$ cat src/rtl/noc_axis_pkg.sv
// Shared definitions for the NoC-to-AXIS egress bridge: control-field
// offsets within a flit, FSM states and the flit width helper.
package noc_axis_pkg;

  // Control bit offsets, relative to the first bit above the payload
  localparam int unsigned LINK_V = 3;
  localparam int unsigned TAIL   = 2;
  localparam int unsigned HEAD   = 1;
  localparam int unsigned VALID  = 0;

  typedef enum logic {
    IDLE   = 1'b0,
    IN_PKT = 1'b1
  } state_t;

  // Full flit width: payload plus the four control bits
  function automatic int unsigned flit_w(input int unsigned data_w);
    return data_w + 4;
  endfunction

endpackage

$ cat src/rtl/noc_flit_fifo.sv
// Synchronous show-ahead FIFO holding {tlast, data} entries. Pointers carry
// an extra MSB so full and empty are told apart without a separate counter.
// The caller only pushes when there is room (or a pop happens in the same cycle)
// and only pops when the FIFO is not empty.
module noc_flit_fifo #(
  parameter int unsigned W     = 33,
  parameter int unsigned DEPTH = 4
) (
  input  logic         clk,
  input  logic         rst,
  input  logic         push_i,
  input  logic [W-1:0] wdata_i,
  input  logic         pop_i,
  output logic [W-1:0] rdata_o,
  output logic         full_o,
  output logic         empty_o
);

  localparam int unsigned AW = $clog2(DEPTH);

  logic [W-1:0] mem_q [DEPTH];
  logic [AW:0]  wr_q;
  logic [AW:0]  rd_q;

  // Pointer update; reset empties the FIFO
  always_ff @(posedge clk) begin
    if (rst) begin
      wr_q <= '0;
      rd_q <= '0;
    end else begin
      if (push_i) wr_q <= wr_q + (AW+1)'(1);
      if (pop_i)  rd_q <= rd_q + (AW+1)'(1);
    end
  end

  // Storage write; contents need no reset because the pointers gate visibility
  always_ff @(posedge clk) begin
    if (push_i) mem_q[wr_q[AW-1:0]] <= wdata_i;
  end

  assign rdata_o = mem_q[rd_q[AW-1:0]];
  assign empty_o = (wr_q == rd_q);
  assign full_o  = (wr_q[AW] != rd_q[AW]) && (wr_q[AW-1:0] == rd_q[AW-1:0]);

endmodule

$ cat src/rtl/noc_to_axis_stream_bridge.sv
// NoC ejection-port to AXI-Stream bridge. Frames incoming flits into AXIS
// packets (tlast on the tail), optionally strips head flits, buffers them in a
// show-ahead FIFO and returns one upstream credit per freed buffer slot.
module noc_to_axis_stream_bridge
  import noc_axis_pkg::*;
#(
  parameter int unsigned DATA_W    = 32,
  parameter int unsigned DEPTH     = 4,
  parameter int unsigned DROP_HEAD = 1,
  parameter int unsigned CNT_W     = 16
) (
  input  logic                        clk,
  input  logic                        rst,
  input  logic [flit_w(DATA_W)-1:0]   noc_in,
  output logic                        noc_credit,
  output logic                        axis_tvalid,
  input  logic                        axis_tready,
  output logic [DATA_W-1:0]           axis_tdata,
  output logic                        axis_tlast,
  output logic                        err_orphan,
  output logic                        err_nested,
  output logic                        err_overflow,
  output logic [CNT_W-1:0]            pkt_count
);

  // Wide enough to hold DEPTH plus two same-cycle credit events
  localparam int unsigned CW = $clog2(DEPTH) + 2;

  logic [3:0]        ctrl;
  logic              flit_v;
  logic              is_head;
  logic              is_tail;

  state_t            state_q;
  state_t            state_d;

  logic              push_req;
  logic              push_last;
  logic              discard;
  logic              orphan;
  logic              nested;

  logic              fifo_push;
  logic              fifo_pop;
  logic              fifo_full;
  logic              fifo_empty;
  logic [DATA_W:0]   fifo_rdata;
  logic              overflow;

  logic [CW-1:0]     cred_q;
  logic [CW-1:0]     cred_d;
  logic [CW-1:0]     cred_sum;

  logic              orphan_q;
  logic              nested_q;
  logic              overflow_q;
  logic [CNT_W-1:0]  pkt_q;

  assign ctrl    = noc_in[DATA_W +: 4];
  assign flit_v  = ctrl[LINK_V] & ctrl[VALID];
  assign is_head = ctrl[HEAD];
  assign is_tail = ctrl[TAIL];

  // State register
  always_ff @(posedge clk) begin
    if (rst) state_q <= IDLE;
    else     state_q <= state_d;
  end

  // Next state: a head always (re)starts a packet, a tail inside one closes it
  always_comb begin
    state_d = state_q;
    if (flit_v) begin
      if (is_head)                          state_d = is_tail ? IDLE : IN_PKT;
      else if (state_q == IN_PKT && is_tail) state_d = IDLE;
    end
  end

  // Flit disposition: push into the buffer, or discard and refund the slot
  always_comb begin
    push_req  = 1'b0;
    push_last = 1'b0;
    discard   = 1'b0;
    orphan    = 1'b0;
    nested    = 1'b0;
    if (flit_v) begin
      if (is_head) begin
        nested = (state_q == IN_PKT);
        if (is_tail) begin
          push_req  = 1'b1;
          push_last = 1'b1;
        end else if (DROP_HEAD != 0) begin
          discard = 1'b1;
        end else begin
          push_req = 1'b1;
        end
      end else if (state_q == IN_PKT) begin
        push_req  = 1'b1;
        push_last = is_tail;
      end else begin
        discard = 1'b1;
        orphan  = 1'b1;
      end
    end
  end

  assign fifo_pop  = ~fifo_empty & axis_tready;
  assign fifo_push = push_req & (~fifo_full | fifo_pop);
  assign overflow  = push_req & fifo_full & ~fifo_pop;

  noc_flit_fifo #(
    .W     (DATA_W + 1),
    .DEPTH (DEPTH)
  ) u_fifo (
    .clk     (clk),
    .rst     (rst),
    .push_i  (fifo_push),
    .wdata_i ({push_last, noc_in[DATA_W-1:0]}),
    .pop_i   (fifo_pop),
    .rdata_o (fifo_rdata),
    .full_o  (fifo_full),
    .empty_o (fifo_empty)
  );

  // Pending credits: add pops and discards, release one per cycle, saturate at DEPTH
  always_comb begin
    cred_sum = cred_q + CW'(fifo_pop) + CW'(discard) - CW'(cred_q != '0);
    cred_d   = (cred_sum > CW'(DEPTH)) ? CW'(DEPTH) : cred_sum;
  end

  // Credit counter register
  always_ff @(posedge clk) begin
    if (rst) cred_q <= '0;
    else     cred_q <= cred_d;
  end

  // Sticky protocol error flags
  always_ff @(posedge clk) begin
    if (rst) begin
      orphan_q   <= 1'b0;
      nested_q   <= 1'b0;
      overflow_q <= 1'b0;
    end else begin
      if (orphan)   orphan_q   <= 1'b1;
      if (nested)   nested_q   <= 1'b1;
      if (overflow) overflow_q <= 1'b1;
    end
  end

  // Completed-packet counter, counts tlast handshakes
  always_ff @(posedge clk) begin
    if (rst)                                pkt_q <= '0;
    else if (fifo_pop && fifo_rdata[DATA_W]) pkt_q <= pkt_q + CNT_W'(1);
  end

  assign noc_credit   = (cred_q != '0);
  assign axis_tvalid  = ~fifo_empty;
  assign axis_tdata   = fifo_empty ? '0 : fifo_rdata[DATA_W-1:0];
  assign axis_tlast   = ~fifo_empty & fifo_rdata[DATA_W];
  assign err_orphan   = orphan_q;
  assign err_nested   = nested_q;
  assign err_overflow = overflow_q;
  assign pkt_count    = pkt_q;

endmodule

$ cat config.mk
export PLATFORM = sky130hd
export DESIGN_NAME = noc_to_axis_stream_bridge
export DESIGN_NICKNAME = d
export VERILOG_FILES = /design/src/rtl/noc_axis_pkg.sv /design/src/rtl/noc_flit_fifo.sv /design/src/rtl/noc_to_axis_stream_bridge.sv
export SDC_FILE = /design/constraint.sdc
export NUM_CORES = 1
export LEC_CHECK = 0
export BUFFER_PORTS_ARGS = -buffer_cell sky130_fd_sc_hd__buf_2
export CAP_MARGIN = 25
export CORE_UTILIZATION = 57
export DETAILED_ROUTE_END_ITERATION = 12
export PLACE_DENSITY = 0.79
export SLEW_MARGIN = 5
export SYNTH_ARGS = -nofsm -noshare
export SYNTH_HDL_FRONTEND = slang
export SYNTH_HIERARCHICAL = 1
export SYNTH_SLANG_ARGS = --single-unit
$ cat constraint.sdc
create_clock -name clk -period 3.9 [get_ports clk]
set_input_delay 0.195 -clock clk [delete_from_list [all_inputs] [get_ports clk]]
set_output_delay 0.195 -clock clk [all_outputs]
set_load 0.1 [all_outputs]
==> flow_summary.ini <==
[timing]
rsz0062_at_grt = no
max_freq_mhz = 353
setup_ws_ns = 1.06
max_slew.worst_pin.slew_ns = 0.962
final-max-slew-violation-count = 0
holdWs_ns = 0.0162
fin_tns_setup_ns = 0
fin_skew_ns = 0.0141
relSlewSlack_pct = 35.8
hold_viol = 0
period_needed_ns = 2.84
finalSetupViolCount = 0
fin_crit_sh_pct = 72.7

[synthesis]
synth_warnings = 6
synth_area_um2 = 6610
syn_avg_cell_area_um2 = 17.1
ys_ff_latch = 164
ys_seq_area_share_pct = 69.6
synth_edf_count = 132
ys_async_sr_fraction_pct = 0
syn_inst = 387
syn_nets = 438
synth.lib_cells_used.distinct = 42
synth_top_flop_cell = edfxtp_1

[pwr]
power_mw = 4.13
p_per_area_nw_per_um2 = 517
ir_drop_mv = 0.439
static-leakage-power_nw = 2.91

[drt]
post-route-drc-count = 0
drt_iter0_drc = 227
wirelength_met1_um = 5330
route.met3.wl_um = 514
drt-total-wl_um = 12300
first_pass_iters = 4
maxUsedRoutingLayer = met4
met2RoutedLength_um = 6380
ant_nets = 0
wl_per_cell_um = 18.5
viasPerCell = 5.53
num_vias = 3677

[clock_network]
clock_sinks = 164
cts_buffers = 17
cts_root_buf = clkbuf_16
htree_levels = 4
clk_pin_slew_ns = 0.06
worst_skew_pair.late_latency_ns = 0.41
cts_tree = done
cts_buffer_depth = 2

[hold_path]
worst_hold_path_type = in -> reg
hp-start = noc_in[19]
hold_end = u_fifo/mem_q[1][19]
min_path_cells = 1

[final_layout]
fin_util_pct = 72.2
final_cell_count_no_fill = 665
final-seq-area_um2 = 4610
num-fill-cells = 688
syn2layout_area_growth_pct = 20.9
layout-drive-gt1-share_pct = 32.4
antenna_cells = 0
final_common_cell = edfxtp_1
finalNetCount = 563
fin_area_um2 = 8000
layout_common_cells = edfxtp_1, buf_2, nor2b_1
multiInputGateArea_um2 = 1840

[placement]
dp_hpwl_um = 7140
portBuffers = 92
dpl-instance-area_um2 = 7180
dpl.cell_count = 609
post-place-ws_ns = 1.25
place_congestion = 0.758

[status]
status = completed

[setup_path]
r2r_end = cred_q[0]
reg2reg_depth = 12
r2r_slack_ns = 1.26
required_ns = 3.70
start_kind = register
critPathKind = reg -> out
worstSetupEndpointType = output pin
r2r_start = u_fifo/wr_q[0]
arrival_ns = 2.64
cp_max_fo = 20

[global_routing]
grt_overflow_total = 0
antenna_found_initial = 0
grt_pass1_wl_um = 19100
track_usage_pct = 22.1
grt_pass1_vias = 3803
grt_start_max_net_pins = 36

[floorplanning]
start_util_pct = 59.7
die_x_um = 110
core_area_um2 = 11100
ios = 93
design.die.area_um2 = 12000
fp.dieH_um = 110
rows = 38

[run]
cap_violations = 0
==> synth_stat cells, drive strengths merged (2+ instances only) <==
library cell | count | area [um^2]
edfxtp | 132 | 3960
nor2b | 34 | 213
mux4 | 33 | 754
dfxtp | 32 | 641
nor2 | 20 | 75.1
inv | 16 | 60.1
ha | 10 | 125
nand3 | 10 | 50.1
a21oi | 9 | 45.0
xnor2 | 9 | 78.8
buf | 8 | 90.1
nand2 | 8 | 30.0
or3 | 7 | 43.8
clkbuf | 6 | 22.5
nor3 | 6 | 30.0
o21ai | 6 | 30.0
xor2 | 6 | 52.6
and2 | 4 | 25.0
mux2i | 3 | 30.0
nand4 | 3 | 18.8
a21bo | 2 | 20.0
a31oi | 2 | 12.5
and3 | 2 | 12.5
fa | 2 | 40.0
nand3b | 2 | 15.0
nor4 | 2 | 12.5
o21a | 2 | 15.0
==> worst max path at each step <==
stage / slack, ns / cells past startpoint / end / start
floorplan: 0.37 / 12 / cred_q[0] / u_fifo/wr_q[0]
global placement: 1.39 / 12 / cred_q[0] / u_fifo/wr_q[0]
detailed placement: 1.25 / 12 / cred_q[0] / u_fifo/wr_q[0]
CTS: 1.03 / 4 / axis_tdata[28] / register
global route: 0.90 / 4 / axis_tdata[30] / register
finish: 1.06 / 4 / axis_tdata[30] / register
==> registers in the layout (all words and copies together) (netlist names), named ones only <==
signal        flops
u_fifo/rd_q       3
cred_q            4
err_nested        1
u_fifo/mem_q    132
u_fifo/wr_q       3
err_overflow      1
pkt_count        16
state_q           1
err_orphan        1
==> timing repair <==
| action | 4_1_cts | 5_1_grt |
|---|---|---|
| setup buffers | 0 | 0 |
| endpoints found under the hold margin | 95 | 0 |
| resized for setup | 0 | 0 |
| hold buffers | 24 | 0 |
==> cells by family (layout without fill, tap and decap cells) <==
group / count (synthesis) / count (layout) / share of synthesized area (%)
multiplexers: 36 / 36 / 11.9
flip-flops: 164 / 164 / 69.6
adder cells (fa/ha/maj): 12 / 12 / 2.50
AND/OR/NAND/NOR: 104 / 104 / 8.97
AO/OA/AOI/OAI: 25 / 25 / 2.37
other: 1 / 1 / 0.0567
XOR/XNOR: 15 / 15 / 1.99
buffers and inverters: 30 / 168 / 2.61
==> layout make-up <==
| class | count | share of cell area [%] |
|---|---|---|
| flip-flops and latches | 164 | 57.6 |
| multi-input cells | 193 | 23.1 |
| repair buffers | 120 | 9.14 |
| clock buffers | 17 | 5.32 |
| well taps | 140 | 2.19 |
| clock inverters | 15 | 1.91 |
| inverters | 16 | 0.751 |
==> critical path, cell delays in order, from the launching register on <==
cell	delay, ns
dfxtp_2	0.64
buf_4	0.47
mux4_1	0.65
nor2b_1	0.15
buf_2	0.30
==> power breakdown <==
group | internal [mW] | switching (mW)
sequential | 1.91 | 0.0164
combinational | 0.173 | 0.432
clock | 0.946 | 0.655
==> layer usage <==
layer  track usage [%]  up-vias
li1                  -     1720
met1              28.5     1864
met2              37.6       87
met3              5.22        6
met4              6.57        0
met5                 0        -
No activity file was read; power rests on OpenSTA's default activity.
